### config.mk
export PLATFORM = sky130hd
export DESIGN_NAME = imm_decode_pipe
export DESIGN_NICKNAME = d
export VERILOG_FILES = /design/src/rtl/imm_pkg.sv /design/src/rtl/imm_extract.sv /design/src/rtl/imm_decode_pipe.sv
export SDC_FILE = /design/constraint.sdc
export NUM_CORES = 1
export LEC_CHECK = 0
export BUFFER_PORTS_ARGS = -buffer_cell sky130_fd_sc_hd__buf_2
export CAP_MARGIN = 30
export CORE_ASPECT_RATIO = 1.75
export CORE_MARGIN = 2
export CORE_UTILIZATION = 53
export CTS_CLUSTER_SIZE = 12
export DETAILED_ROUTE_END_ITERATION = 16
export PLACE_DENSITY = 0.8
export SLEW_MARGIN = 40
export SYNTH_ARGS = -nofsm -noshare
export SYNTH_HDL_FRONTEND = slang
export SYNTH_SLANG_ARGS = --single-unit
### constraint.sdc
create_clock -name clk -period 1.85 [get_ports clk]
set_input_delay 0.0925 -clock clk [delete_from_list [all_inputs] [get_ports clk]]
set_output_delay 0.0925 -clock clk [all_outputs]
set_load 0.005 [all_outputs]
### src/rtl/imm_pkg.sv
// Shared opcode constants, immediate classes and prefix FSM states
// for the immediate decode pipeline.
package imm_pkg;

    localparam logic [2:0] OP_I0  = 3'b010;
    localparam logic [2:0] OP_I1  = 3'b011;
    localparam logic [2:0] OP_S   = 3'b100;
    localparam logic [2:0] OP_B   = 3'b101;
    localparam logic [2:0] OP_U   = 3'b110;
    localparam logic [2:0] OP_PFX = 3'b111;

    typedef enum logic [2:0] {
        IMM_NONE = 3'd0,
        IMM_I    = 3'd1,
        IMM_S    = 3'd2,
        IMM_B    = 3'd3,
        IMM_U    = 3'd4
    } imm_type_e;

    typedef enum logic {
        ST_IDLE     = 1'b0,
        ST_PREFIXED = 1'b1
    } state_e;

    typedef struct packed {
        logic [2:0] opcode;
        logic [1:0] funct;
        logic [4:0] rd;
        logic [4:0] rs1;
        logic [4:0] rs2;
    } fields_t;

endpackage

### src/rtl/imm_extract.sv
// Purely combinational field and immediate extraction from one
// instruction word; prefix merging is left to the pipeline stage.
module imm_extract
    import imm_pkg::*;
#(
    parameter int DATA_WIDTH = 20
) (
    input  logic [DATA_WIDTH-1:0] instr,
    output fields_t               fields,
    output logic [DATA_WIDTH-1:0] imm,
    output imm_type_e             imm_type,
    output logic [4:0]            base_field,
    output logic [DATA_WIDTH-6:0] upper
);

    localparam int DW = DATA_WIDTH;

    always_comb begin
        fields.opcode = instr[2:0];
        fields.funct  = instr[4:3];
        fields.rd     = instr[9:5];
        fields.rs1    = instr[14:10];
        fields.rs2    = instr[19:15];
        upper         = instr[DW-1:5];
        base_field    = instr[DW-1:DW-5];
        imm           = '0;
        imm_type      = IMM_NONE;
        unique case (instr[2:0])
            OP_I0, OP_I1: begin
                imm      = {{(DW-5){instr[DW-1]}}, instr[DW-1:DW-5]};
                imm_type = IMM_I;
            end
            OP_S: begin
                // S-type's 5-bit base sits in the rd slot
                base_field = instr[9:5];
                imm        = {{(DW-5){instr[9]}}, instr[9:5]};
                imm_type   = IMM_S;
            end
            OP_B: begin
                imm      = {{5{instr[DW-1]}}, instr[DW-1:5]};
                imm_type = IMM_B;
            end
            OP_U: begin
                imm      = {instr[DW-1:5], 5'b0};
                imm_type = IMM_U;
            end
            default: begin
                imm      = '0;
                imm_type = IMM_NONE;
            end
        endcase
    end

endmodule

### src/rtl/imm_decode_pipe.sv
// Single-entry decode stage with valid/ready handshake and an optional
// prefix instruction that widens the next I/S immediate.
module imm_decode_pipe
    import imm_pkg::*;
#(
    parameter int DATA_WIDTH = 20,
    parameter int EN_PREFIX  = 1
) (
    input  logic                  clk,
    input  logic                  rst,
    input  logic                  in_valid,
    output logic                  in_ready,
    input  logic [DATA_WIDTH-1:0] in_instr,
    input  logic                  flush,
    output logic                  out_valid,
    input  logic                  out_ready,
    output logic [2:0]            out_opcode,
    output logic [1:0]            out_funct,
    output logic [4:0]            out_rd,
    output logic [4:0]            out_rs1,
    output logic [4:0]            out_rs2,
    output logic [DATA_WIDTH-1:0] out_imm,
    output imm_type_e             out_imm_type,
    output logic                  out_prefixed,
    output logic                  out_err
);

    localparam int PW = DATA_WIDTH - 5;

    fields_t               x_fields;
    logic [DATA_WIDTH-1:0] x_imm;
    imm_type_e             x_type;
    logic [4:0]            x_base;
    logic [PW-1:0]         x_upper;

    state_e                state_q;
    state_e                state_d;
    logic [PW-1:0]         pfx_q;

    logic                  accept;
    logic                  is_pfx;
    logic                  load;

    logic [DATA_WIDTH-1:0] nxt_imm;
    logic                  nxt_prefixed;
    logic                  nxt_err;

    imm_extract #(
        .DATA_WIDTH(DATA_WIDTH)
    ) u_extract (
        .instr      (in_instr),
        .fields     (x_fields),
        .imm        (x_imm),
        .imm_type   (x_type),
        .base_field (x_base),
        .upper      (x_upper)
    );

    assign in_ready = !out_valid || out_ready;
    assign accept   = in_valid && in_ready;
    assign is_pfx   = (EN_PREFIX != 0) && (x_fields.opcode == OP_PFX);
    assign load     = accept && !is_pfx && !flush;

    always_ff @(posedge clk or posedge rst) begin
        if (rst) begin
            state_q <= ST_IDLE;
        end else begin
            state_q <= state_d;
        end
    end

    always_comb begin
        state_d = state_q;
        if (flush) begin
            state_d = ST_IDLE;
        end else if (accept) begin
            state_d = is_pfx ? ST_PREFIXED : ST_IDLE;
        end
    end

    always_comb begin
        nxt_imm      = x_imm;
        nxt_prefixed = 1'b0;
        nxt_err      = 1'b0;
        if (state_q == ST_PREFIXED) begin
            if (x_type == IMM_I || x_type == IMM_S) begin
                nxt_imm      = {pfx_q, x_base};
                nxt_prefixed = 1'b1;
            end else begin
                nxt_err = 1'b1;
            end
        end
    end

    always_ff @(posedge clk or posedge rst) begin
        if (rst) begin
            pfx_q <= '0;
        end else if (flush) begin
            pfx_q <= '0;
        end else if (accept && is_pfx) begin
            pfx_q <= x_upper;
        end
    end

    // Flush wins over both a new accept and a pending drain
    always_ff @(posedge clk or posedge rst) begin
        if (rst) begin
            out_valid <= 1'b0;
        end else if (flush) begin
            out_valid <= 1'b0;
        end else if (load) begin
            out_valid <= 1'b1;
        end else if (out_ready) begin
            out_valid <= 1'b0;
        end
    end

    always_ff @(posedge clk or posedge rst) begin
        if (rst) begin
            out_opcode   <= '0;
            out_funct    <= '0;
            out_rd       <= '0;
            out_rs1      <= '0;
            out_rs2      <= '0;
            out_imm      <= '0;
            out_imm_type <= IMM_NONE;
            out_prefixed <= 1'b0;
            out_err      <= 1'b0;
        end else if (load) begin
            out_opcode   <= x_fields.opcode;
            out_funct    <= x_fields.funct;
            out_rd       <= x_fields.rd;
            out_rs1      <= x_fields.rs1;
            out_rs2      <= x_fields.rs2;
            out_imm      <= nxt_imm;
            out_imm_type <= x_type;
            out_prefixed <= nxt_prefixed;
            out_err      <= nxt_err;
        end
    end

endmodule

; ---- Yosys cells after proc, flatten, opt, wreduce, memory -nomap -nowiden
; Cells that the tools add are included.
; W data, S select, Z words.
[totals]
ff_bits = 62
in_bits = 25
output_inout_bits = 47
wordCells = 50
[op_classes]
n_eq_ne = 8
muxes = 17
reduce_logical = 13
[ops]
columns = operator, count
row1 = $pmux W20 S4, 1
row2 = $mux W20, 2
row3 = $mux W15, 2
row4 = $eq A3 B3 Y1 const B, 4
row5 = $pmux W3 S4, 1
row6 = $mux W1, 10
row7 = $eq A3 B2 Y1 const B, 3
row8 = $mux W5, 1
row9 = $logic_and A1 B1 Y1, 4
row10 = $reduce_bool A2 Y1, 2
row11 = $eq A3 B1 Y1 const B, 1
row12 = $logic_not A1 Y1, 3
row13 = $reduce_bool A3 Y1, 1
row14 = $logic_or A1 B1 Y1, 2
row15 = $reduce_or A2 Y1, 1

; ---- Longest topological paths before layout
; Gate-level depths: netlist of run 1.
[depth]
word_depth = 7
ltp_mapped = 8

; ---- By module
; Synthesis of run 1 repeated with hierarchy kept, for this count alone.
[unflattened]
cells_unflattened = 351
area_unflattened_um2 = 3582.2
[modules_own_cells]
columns = module, n_inst, cells_per_inst, area_each_um2, seq_area_each_um2
row1 = imm_decode_pipe, 1, 265, 2946.6, 1551.5
row2 = imm_extract, 1, 86, 635.6, 0.0

; ---- Worst setup path before layout of run 1
; Ideal clock, no wire load.
[synth_path]
kind = register to register
from = reg out_valid
to = reg out_imm[1]
arrival_ns = 1.506
t_required_ns = 1.773
setup_slack_ns = 0.267
path_stages_with_launch = 8
path_buffers = 3
path_cell_list = dfrtp_1 > nand2b_1 > buf_4 > nand2_1 > or4_4 > buf_6 > buf_6 > o21ai_1
[synth_between]
elab_chain_cells = 5
[synth_lines]
columns = item, line
row1 = start: declaration, imm_decode_pipe.sv:15  ; output logic out_valid,
row2 = start signal: assignment, imm_decode_pipe.sv:108  ; out_valid <= 1'b0;
row3 = start signal: assignment, imm_decode_pipe.sv:110  ; out_valid <= 1'b0;
row4 = start signal: assignment, imm_decode_pipe.sv:112  ; out_valid <= 1'b1;
row5 = $logic_not A1 Y1, imm_decode_pipe.sv:59  ; assign in_ready = !out_valid || out_ready;
row6 = $logic_or A1 B1 Y1, imm_decode_pipe.sv:59
row7 = net in_ready, imm_decode_pipe.sv:12  ; output logic in_ready,
row8 = $logic_and A1 B1 Y1, imm_decode_pipe.sv:60  ; assign accept = in_valid && in_ready;
row9 = $logic_and A1 B1 Y1 (2 in a row), imm_decode_pipe.sv:62  ; assign load = accept && !is_pfx && !flush;
row10 = end signal: assignment, imm_decode_pipe.sv:135  ; out_imm <= nxt_imm;
row11 = end: declaration, imm_decode_pipe.sv:22  ; output logic [DATA_WIDTH-1:0] out_imm,
; The timed path passes the listed nets, and every way through them passes these cells.
; A chain may end at the register's enable or synchronous reset.

; ---- Worst setup path in the final report of run 1
[layout_path]
from = reg state_q
to = reg out_imm[18]
[layout_between]
elab_chain_cells = 1
[layout_lines]
columns = item, line
row1 = start: declaration, imm_decode_pipe.sv:36  ; state_e state_q;
row2 = start signal: assignment, imm_decode_pipe.sv:68  ; state_q <= state_d;
row3 = $mux W20, imm_decode_pipe.sv:85  ; if (state_q == ST_PREFIXED) begin
; Every way passes these cells.

==> results of run 1 <==
## power by group through the flow
stage	sequential (uW)	clock, uW	combinational [uW]
6_report	1600	1200	596
5_1_grt	1620	1250	665
4_1_cts	1600	1210	604
3_5_place_dp	1620	0	597
3_3_place_gp	1620	0	580
2_1_floorplan	1630	0	306
## worst paths after layout
check	to	slack (ns)	cells after the start
max in group asynchronous	out_imm[2]	0.96	4
min	out_valid	0.03	3
min in group asynchronous	out_imm[18]	0.32	3
max	out_imm[18]	0.22	4
min reg2reg	out_prefixed	0.47	1
max reg2reg	out_imm[18]	0.22	4
## per-layer routing
| metal | vias up | share of wire, % | global-route usage, % |
|---|---|---|---|
| met5 | - | 0 | 0 |
| met4 | 0 | 2.2 | 12.82 |
| met1 | 1114 | 39 | 31.63 |
| li1 | 1058 | - | - |
| met3 | 12 | 5.6 | 4.981 |
| met2 | 78 | 53 | 39.30 |
## logic make-up after synthesis
family	Yosys count	share of synthesized area (%)
AO/OA/AOI/OAI	82	19.12
buffers and inverters	22	4.224
flip-flops	62	54.01
multiplexers	38	14.20
AND/OR/NAND/NOR	47	8.450
## worst min-delay path, stage by stage
cell     delay, ns
buf_2         0.13
nand2_1       0.06
a21oi_1       0.06
## cell usage in the layout (no fill, tap or decap), types with 2 or more instances in the layout
cell	n
buf_2	71
dfrtp_1	62
mux2_2	22
a22oi_1	21
mux2i_1	16
nor2_1	16
o21ai_1	13
nand2_1	11
a21oi_1	11
clkbuf_8	10
o21ai_0	9
a22o_1	9
nor2b_1	8
a21boi_0	8
a21o_1	7
buf_4	7
dlygate4sd3_1	3
nand2b_1	2
nand3_2	2
o21ai_2	2
clkinvlp_4	2
buf_12	2
## area by class of cell
| class | count | area [um^2] | share of cell area (%) |
|---|---|---|---|
| Tap cell | 55 | 68.82 | 1.962 |
| Sequential cell | 62 | 1551 | 44.24 |
| Timing Repair Buffer | 83 | 478.0 | 13.63 |
| Clock inverter | 5 | 58.81 | 1.677 |
| Clock buffer | 11 | 141.4 | 4.031 |
| Inverter | 1 | 3.754 | 0.1070 |
| Multi-Input combinational cell | 167 | 1205 | 34.36 |
## per-stage QoR
step / area (um^2) / util, % / power, uW / cells
global placement: 3277 / 62.36 / 2197 / 365
detailed placement: 3277 / 62.36 / 2221 / 365
global route: 3507 / 66.74 / 3540 / 384
finish: 3507 / 66.74 / 3391 / 384
CTS: 3507 / 66.74 / 3410 / 384
floorplan: 2873 / - / 1941 / 251
## sequential cells by signal, indices dropped and copies added (netlist names), 2 cells and up
name          count
out_imm          20
out_rd            5
out_rs1           5
out_imm_type      3
out_funct         2
out_rs2           5
out_opcode        3
pfx_q            15
## timing repair
action,in CTS,in global routing
setup buffers,0,0
hold buffers,3,0
setup endpoints to repair,0,0
endpoints found under the hold margin,23,0
==> results.cfg, run 1 <==
[grt]
grt_first_pass_wirelength_um = 10980
antenna_found_initial = 0
grt.total_usage_pct = 24.81
grt_overflow = 0
grt_pass1_vias = 2235
grt_start_max_net_pins = 33

[setup_path]
path_max_fanout = 17
crit_path_start = state_q
crit_chain = and2b_1, o21ai_1, or4_4, o21ai_0
critical-path-slowest-cell = or4_4
r2r-start = state_q
path_delay_family = simple AND/OR/NAND/NOR gates
path_class = register to register
slowest_delay_ns = 0.64
cp-end-kind = register
worst-path-buf-inv = 0
cp-start-kind = register
critical_path_arrival_ns = 1.89
cp_data_required_time_ns = 2.11

[die]
die_x_um = 59.66
rows = 35
num_io_pins = 72
die_height_um = 101.4
coreArea_um2 = 5255
start_util_pct = 54.67
die-area_um2 = 6049

[run_status]
outcome = finished, final reports clean

[placed_design]
place_ws_ns = 0.2075
gp_congestion = 0.8191
dpl.hpwl_um = 4691
port_buffers = 71

[synth]
synth_top_area_share_pct = 54.01
async_reset_ff_share_pct = 100.0
syn-cell-area_um2 = 2873
yosys-top-cells-count = dfrtp_1, mux2_2, a22oi_1
avgSynthCellArea_um2 = 11.45
ys_seq_elements = 62
synthFlopType = dfrtp_1
yosysWarnings = 0
ys_seq_area_share_pct = 54.01
synth_area_leaders = dfrtp_1, mux2_2, mux2i_1
yosys.cell_count.top_type = dfrtp_1
synthesis.nets = 276
synth-edff-count = 0
yosys.area.top_type = dfrtp_1
netlist_instances = 251
synth_cell_types = 32

[route]
ant_nets = 0
drt_iter0_drc = 80
routedWlPerCell_um = 17.66
viasPerCell = 5.891
firstDrtPassIters = 4
wl_um = 6782
drc_errors = 0
vias = 2262

[clock_tree]
cts_root_buf = clkbuf_8
cts_resized = 0
cts_tree = yes
clk-insertion-delay-late_ns = 0.35
path_clk_slew_ns = 0.07
clockBufferDepth = 2
cts_made_buffers = 9
clock_sinks = 62
cts-htree-levels = 3

[sta]
fin_hold_ws_ns = 0.02994
fin_crit_sh_pct = 88.28
setup_viol = 0
timing.fmax_ghz = 0.6123
setup_slack_ns = 0.2168
min_period_ns = 1.633
finClkSkew_ns = 0.005287
slew_headroom_pct = 53.97
tightest_slew_ns = 0.6890
finalHoldViolCount = 0
setup_tns_ns = 0
rsz0062_at_grt = false
final-max-slew-violation-count = 0

[hold_path]
hold_path.class = primary input to register
worstHoldStart = in_valid

[power_and_ir_drop]
sw_frac_of_total_pct = 26.83
intPower_uw = 2481
combPwrFrac_pct = 17.6
power.switching_uw = 910.0
power.density_nw_per_um2 = 967.0
seqPwrFrac_pct = 47.2
ir_drop_mv = 0.7696
power_leakage_uw = 0.001818
p_clk_share_pct = 35.3

[run]
max-cap-violations = 0

[cells_and_area]
layout.nets = 349
synthToLayoutAreaGrowth_pct = 22.08
insertedDiodeCount = 0
nFillCells = 409
drive_gt1_share_pct = 37.69
Power figures use the tool's default switching activity.
==> inputs of run 2 (changes only) <==
PLACE_DENSITY = 0.9   (was 0.8)
==> run 2 against run 1 <==
Effect of this change: worst setup slack better by 0.030 ns; fmax up 1.9%; clock power shrank 14%; die area stayed put; clock-buffer cell count up 1; via count up 3.5%; utilization down 0.095 points.
==> results.cfg, run 2 (synthesis gave the netlist of run 1 again) <==
[run_status]
outcome = finished, final reports clean

[setup_path]
worst-path-buf-inv = 0
path_delay_family = simple AND/OR/NAND/NOR gates
slowest_delay_ns = 0.63
cp-start-kind = register
crit_chain = and2b_1, o21ai_1, or4_4, o21ai_0
path_class = register to register
cp_data_required_time_ns = 2.11
critical_path_arrival_ns = 1.86
cp-end-kind = register
critical-path-slowest-cell = or4_4
path_max_fanout = 17

[placed_design]
gp_congestion = 0.8616
place_ws_ns = 0.2709
dpl.hpwl_um = 4918
port_buffers = 71
place_area_um2 = 3304

[cells_and_area]
final_cell_mix = buf_2, dfrtp_1, mux2_2
design_area_um2 = 3502
layout.nets = 351
reg_top3 = out_imm: 20 flops, pfx_q: 15 flops
largest_reg_flops = 20
drive_gt1_share_pct = 37.76
multi_input_area_um2 = 1205
insertedDiodeCount = 0
regArea_um2 = 1551
nFillCells = 412
final_common_cell = buf_2
synthToLayoutAreaGrowth_pct = 21.91
regMostFlops = out_imm

[sta]
slew_headroom_pct = 63.19
finClkSkew_ns = 0.007780
min_period_ns = 1.603
setup_viol = 0
rsz0062_at_grt = false
final-max-slew-violation-count = 0
setup_slack_ns = 0.2473
tightest_slew_ns = 0.5514
finalHoldViolCount = 0
fin_hold_ws_ns = 0.03975
timing.fmax_ghz = 0.6239
setup_tns_ns = 0
fin_crit_sh_pct = 86.64

[grt]
grt_start_max_net_pins = 38
grt_first_pass_wirelength_um = 11430
grt.total_usage_pct = 25.34
antenna_found_initial = 0
grt_pass1_vias = 2417
grt_overflow = 0

[power_and_ir_drop]
ir_drop_mv = 0.6719
power_uw = 3237
power.density_nw_per_um2 = 924.4
power_leakage_uw = 0.001820

[route]
ant_nets = 0
vias = 2342
wl_um = 7020
routedWlPerCell_um = 18.19
drt_iter0_drc = 94
firstDrtPassIters = 4
drc_errors = 0
viasPerCell = 6.067

[hold_path]
hold_path.class = primary input to register

[clock_tree]
cts_root_buf = clkbuf_8
path_clk_slew_ns = 0.07
cts-htree-levels = 3
clock_sinks = 62
clk-insertion-delay-late_ns = 0.34
cts_tree = yes
clockBufferDepth = 2
cts_made_buffers = 9

[die]
die_height_um = 101.4
start_util_pct = 54.67
num_io_pins = 72
coreArea_um2 = 5255
rows = 35
die_x_um = 59.66
die-area_um2 = 6049

[run]
max-cap-violations = 0
run 2: what timing repair did:
| item | in CTS | in global routing |
|---|---|---|
| endpoints found under the hold margin | 27 | 0 |
| setup endpoints to repair | 0 | 0 |
| resized for setup | 0 | 0 |
| hold buffers | 3 | 0 |
| setup buffers | 0 | 0 |
run 2: stage by stage:
stage / std cells / util (%)
4_1_cts: 386 / 66.64
2_1_floorplan: 251 / -
3_5_place_dp: 367 / 62.88
3_3_place_gp: 367 / 62.88
6_report: 386 / 66.64
5_1_grt: 386 / 66.64
run 2: area by class of cell:
class,count,area share [%]
clock buffers,12,4.144
clock inverters,4,0.6431
inverters,1,0.1072
multi-input cells,167,34.41
flip-flops and latches,62,44.30
well taps,55,1.965
repair buffers,85,14.43
run 2: power by group:
group | internal [uW] | switching (uW) | leakage [uW] | total, uW
Sequential | 1520 | 84.4 | 0.000802 | 1600
Combinational | 310 | 298 | 0.000932 | 607
Clock | 516 | 511 | 0.0000861 | 1030
run 2: worst paths after layout:
check	end	depth (start not counted)	startpoint	slack, ns
worst max-delay path	out_imm[13]	4	state_q	0.25
worst min-delay path	out_rs1[0]	2	in_instr[10]	0.04
worst max register to register	out_imm[13]	4	state_q	0.25
worst min register to register	out_imm_type[0]	2	out_imm_type[0]	0.47
max in group asynchronous	state_q	4	rst	0.93
min in group asynchronous	out_rs1[4]	3	rst	0.34
run 2: per-layer routing:
metal  part of all wire, %  routed length (um)  global-route usage, %
met3                   5.8                 410                  7.152
met1                    37                2632                  30.70
met5                     0                   0                      0
met4                   1.7                 121                  14.02
met2                    55                3854                  39.88
==> inputs of run 3 (changes only) <==
ABC_AREA = 1   (was not set)
CORE_UTILIZATION = 54   (was 53)
==> run 3 against run 2 <==
Effect of this change: clock-buffer cell count grew 1; die area grew 6.3%; worst hold slack lost 0.0028 ns; worst setup slack gained 0.15 ns; critical path depth grew 3; first-iteration DRC count grew 37%; clock skew shrank 0.0021 ns; sequential cell count is the same; sequential share of layout area shrank 2.8 points; fmax grew 10%.
==> results.cfg, run 3 <==
[sta]
min_period_ns = 1.451
timing.fmax_ghz = 0.6890
finClkSkew_ns = 0.005708
setup_tns_ns = 0
rsz0062_at_grt = false
final-max-slew-violation-count = 0
tightest_slew_ns = 0.4646
setup_viol = 0
finalHoldViolCount = 0
fin_crit_sh_pct = 78.45
slew_headroom_pct = 68.95

[die]
die_x_um = 61.49
num_io_pins = 72
start_util_pct = 55.91
die_height_um = 104.6
die-area_um2 = 6431
rows = 36
coreArea_um2 = 5585

[synth]
synthesis.nets = 436
yosysWarnings = 0
synthFlopType = dfrtp_1
syn-cell-area_um2 = 3123
yosys.area.top_type = dfrtp_1
synth_top_area_share_pct = 49.68
netlist_instances = 411
synth_area_leaders = dfrtp_1, nand2_1, nand4_1
ys_seq_area_share_pct = 49.68
avgSynthCellArea_um2 = 7.599
yosys-top-cells-count = nand2_1, dfrtp_1, inv_1
yosys.cell_count.top_type = nand2_1
synth_cell_types = 21
async_reset_ff_share_pct = 100.0
ys_seq_elements = 62
synth-edff-count = 0

[power_and_ir_drop]
power_leakage_uw = 0.002148
sw_frac_of_total_pct = 28.89
seqPwrFrac_pct = 48.2
intPower_uw = 2360
combPwrFrac_pct = 18.6
power.switching_uw = 958.5
ir_drop_mv = 0.5654
p_clk_share_pct = 33.2
power.density_nw_per_um2 = 887.6

[hold_path]
worstHoldStart = in_instr[11]
hold_path.class = primary input to register
hold_depth = 3
min_to = out_rs1[1]

[route]
drc_errors = 0
vias = 2929
drt_iter0_drc = 129
firstDrtPassIters = 5
viasPerCell = 5.202
routedWlPerCell_um = 13.90
ant_nets = 0
wl_um = 7827

[grt]
grt_start_max_net_pins = 49
grt_pass1_vias = 2789
grt_overflow = 0
grt_first_pass_wirelength_um = 12980
grt.total_usage_pct = 27.10
antenna_found_initial = 0

[cells_and_area]
drive_gt1_share_pct = 21.97
regMostFlops = out_imm
final_cell_mix = nand2_1, buf_2, dfrtp_1
final_common_cell = nand2_1
largest_reg_flops = 20
final_util_pct = 66.94
design_area_um2 = 3739
reg_top3 = out_imm: 20 flops, pfx_q: 15 flops
layout.nets = 507
insertedDiodeCount = 0
synthToLayoutAreaGrowth_pct = 19.71

[setup_path]
rr_worst_depth = 8
cp-start-kind = primary input
crit_chain = dlygate4sd3_1, buf_2, inv_2, nand4_1, buf_4, nand2_1, o21ai_0
path_class = primary input to register
cp-end-kind = register
cp_data_required_time_ns = 2.11
r2r-start = out_valid
slowest_delay_ns = 0.54
critical-path-slowest-cell = dlygate4sd3_1
r2r-end = out_imm[5]
r2r_slack_ns = 0.44
path_max_fanout = 48
critical_path_arrival_ns = 1.71

[clock_tree]
post-cts-setup-buffers = 0
cts_tree = yes
cts_root_buf = clkbuf_8
clock_sinks = 62
cts_made_buffers = 9
cts-htree-levels = 3
clockBufferDepth = 2
path_clk_slew_ns = 0.07
clk-insertion-delay-late_ns = 0.35

[placed_design]
place_area_um2 = 3512
dpl.hpwl_um = 5717
port_buffers = 71
gp_congestion = 0.9550

[run]
max-cap-violations = 0

[run_status]
outcome = finished, final reports clean
-- run 3: changes by cell type in the layout (fill, tap and decap cells not counted), sizes merged, moves of 16 or more --
cell	previous run	this run
a22oi	21	0
inv	1	45
mux2	22	0
mux2i	16	0
nand2	11	167
nand3	3	25
nand4	0	27
-- run 3: power by group through the flow --
| stage | registers, uW | clock network (uW) | logic [uW] |
|---|---|---|---|
| 2_1_floorplan | 1630 | 0 | 321 |
| 3_3_place_gp | 1620 | 0 | 590 |
| 3_5_place_dp | 1620 | 0 | 611 |
| 4_1_cts | 1600 | 1130 | 621 |
| 5_1_grt | 1620 | 1180 | 699 |
| 6_report | 1600 | 1100 | 618 |
-- run 3: final cells by class --
type	instances	area, um^2
fill	507	1847
sequential	62	1551
multi-input combinational	278	1241
timing repair buffer	84	488.0
inverter	47	176.4
clock buffer	13	168.9
tap	76	95.09
clock inverter	3	17.52
-- run 3: cell families after synthesis --
logic type,share of synthesized area (%)
buffers and inverters,10.58
AO/OA/AOI/OAI,6.410
flip-flops,49.68
AND/OR/NAND/NOR,33.33
-- run 3: layer usage --
metal  track usage (%)  wire, um
met4             16.41       416
met2             42.33      3997
met5                 0         0
met1             32.98      3108
met3             5.446       304
-- run 3: worst max-delay path by stage --
stage | to | cells after the start | startpoint
floorplan | out_err | 1 | rst
global placement | out_imm[7] | 8 | out_valid
detailed placement | out_imm[9] | 8 | in_instr[1]
CTS | out_imm[7] | 8 | out_valid
global route | out_imm[5] | 8 | out_valid
finish | out_opcode[2] | 7 | flush
-- run 3: critical path: cells and delay by family --
family,cells,cell delay [ns]
buf+inv,4,1.19
simple gates,2,0.28
compound gates,1,0.13
-- run 3: metrics by stage --
stage                     hold WS (ns)  worst slack (ns)  power [uW]  std cells
final                          0.03697            0.3987        3318        563
after global routing           0.04587            0.2887        3493        563
after CTS                      0.02028            0.4407        3345        563
after detailed placement        0.1315            0.4486        2230        543
after global placement          0.1203            0.4774        2208        543
after floorplan                 0.1556            0.2161        1955        411
-- run 3: repair_timing --
| item | 4_1_cts | 5_1_grt |
|---|---|---|
| hold endpoints to repair | 22 | 0 |
| hold buffers | 4 | 0 |
| gates resized for setup | 0 | 0 |
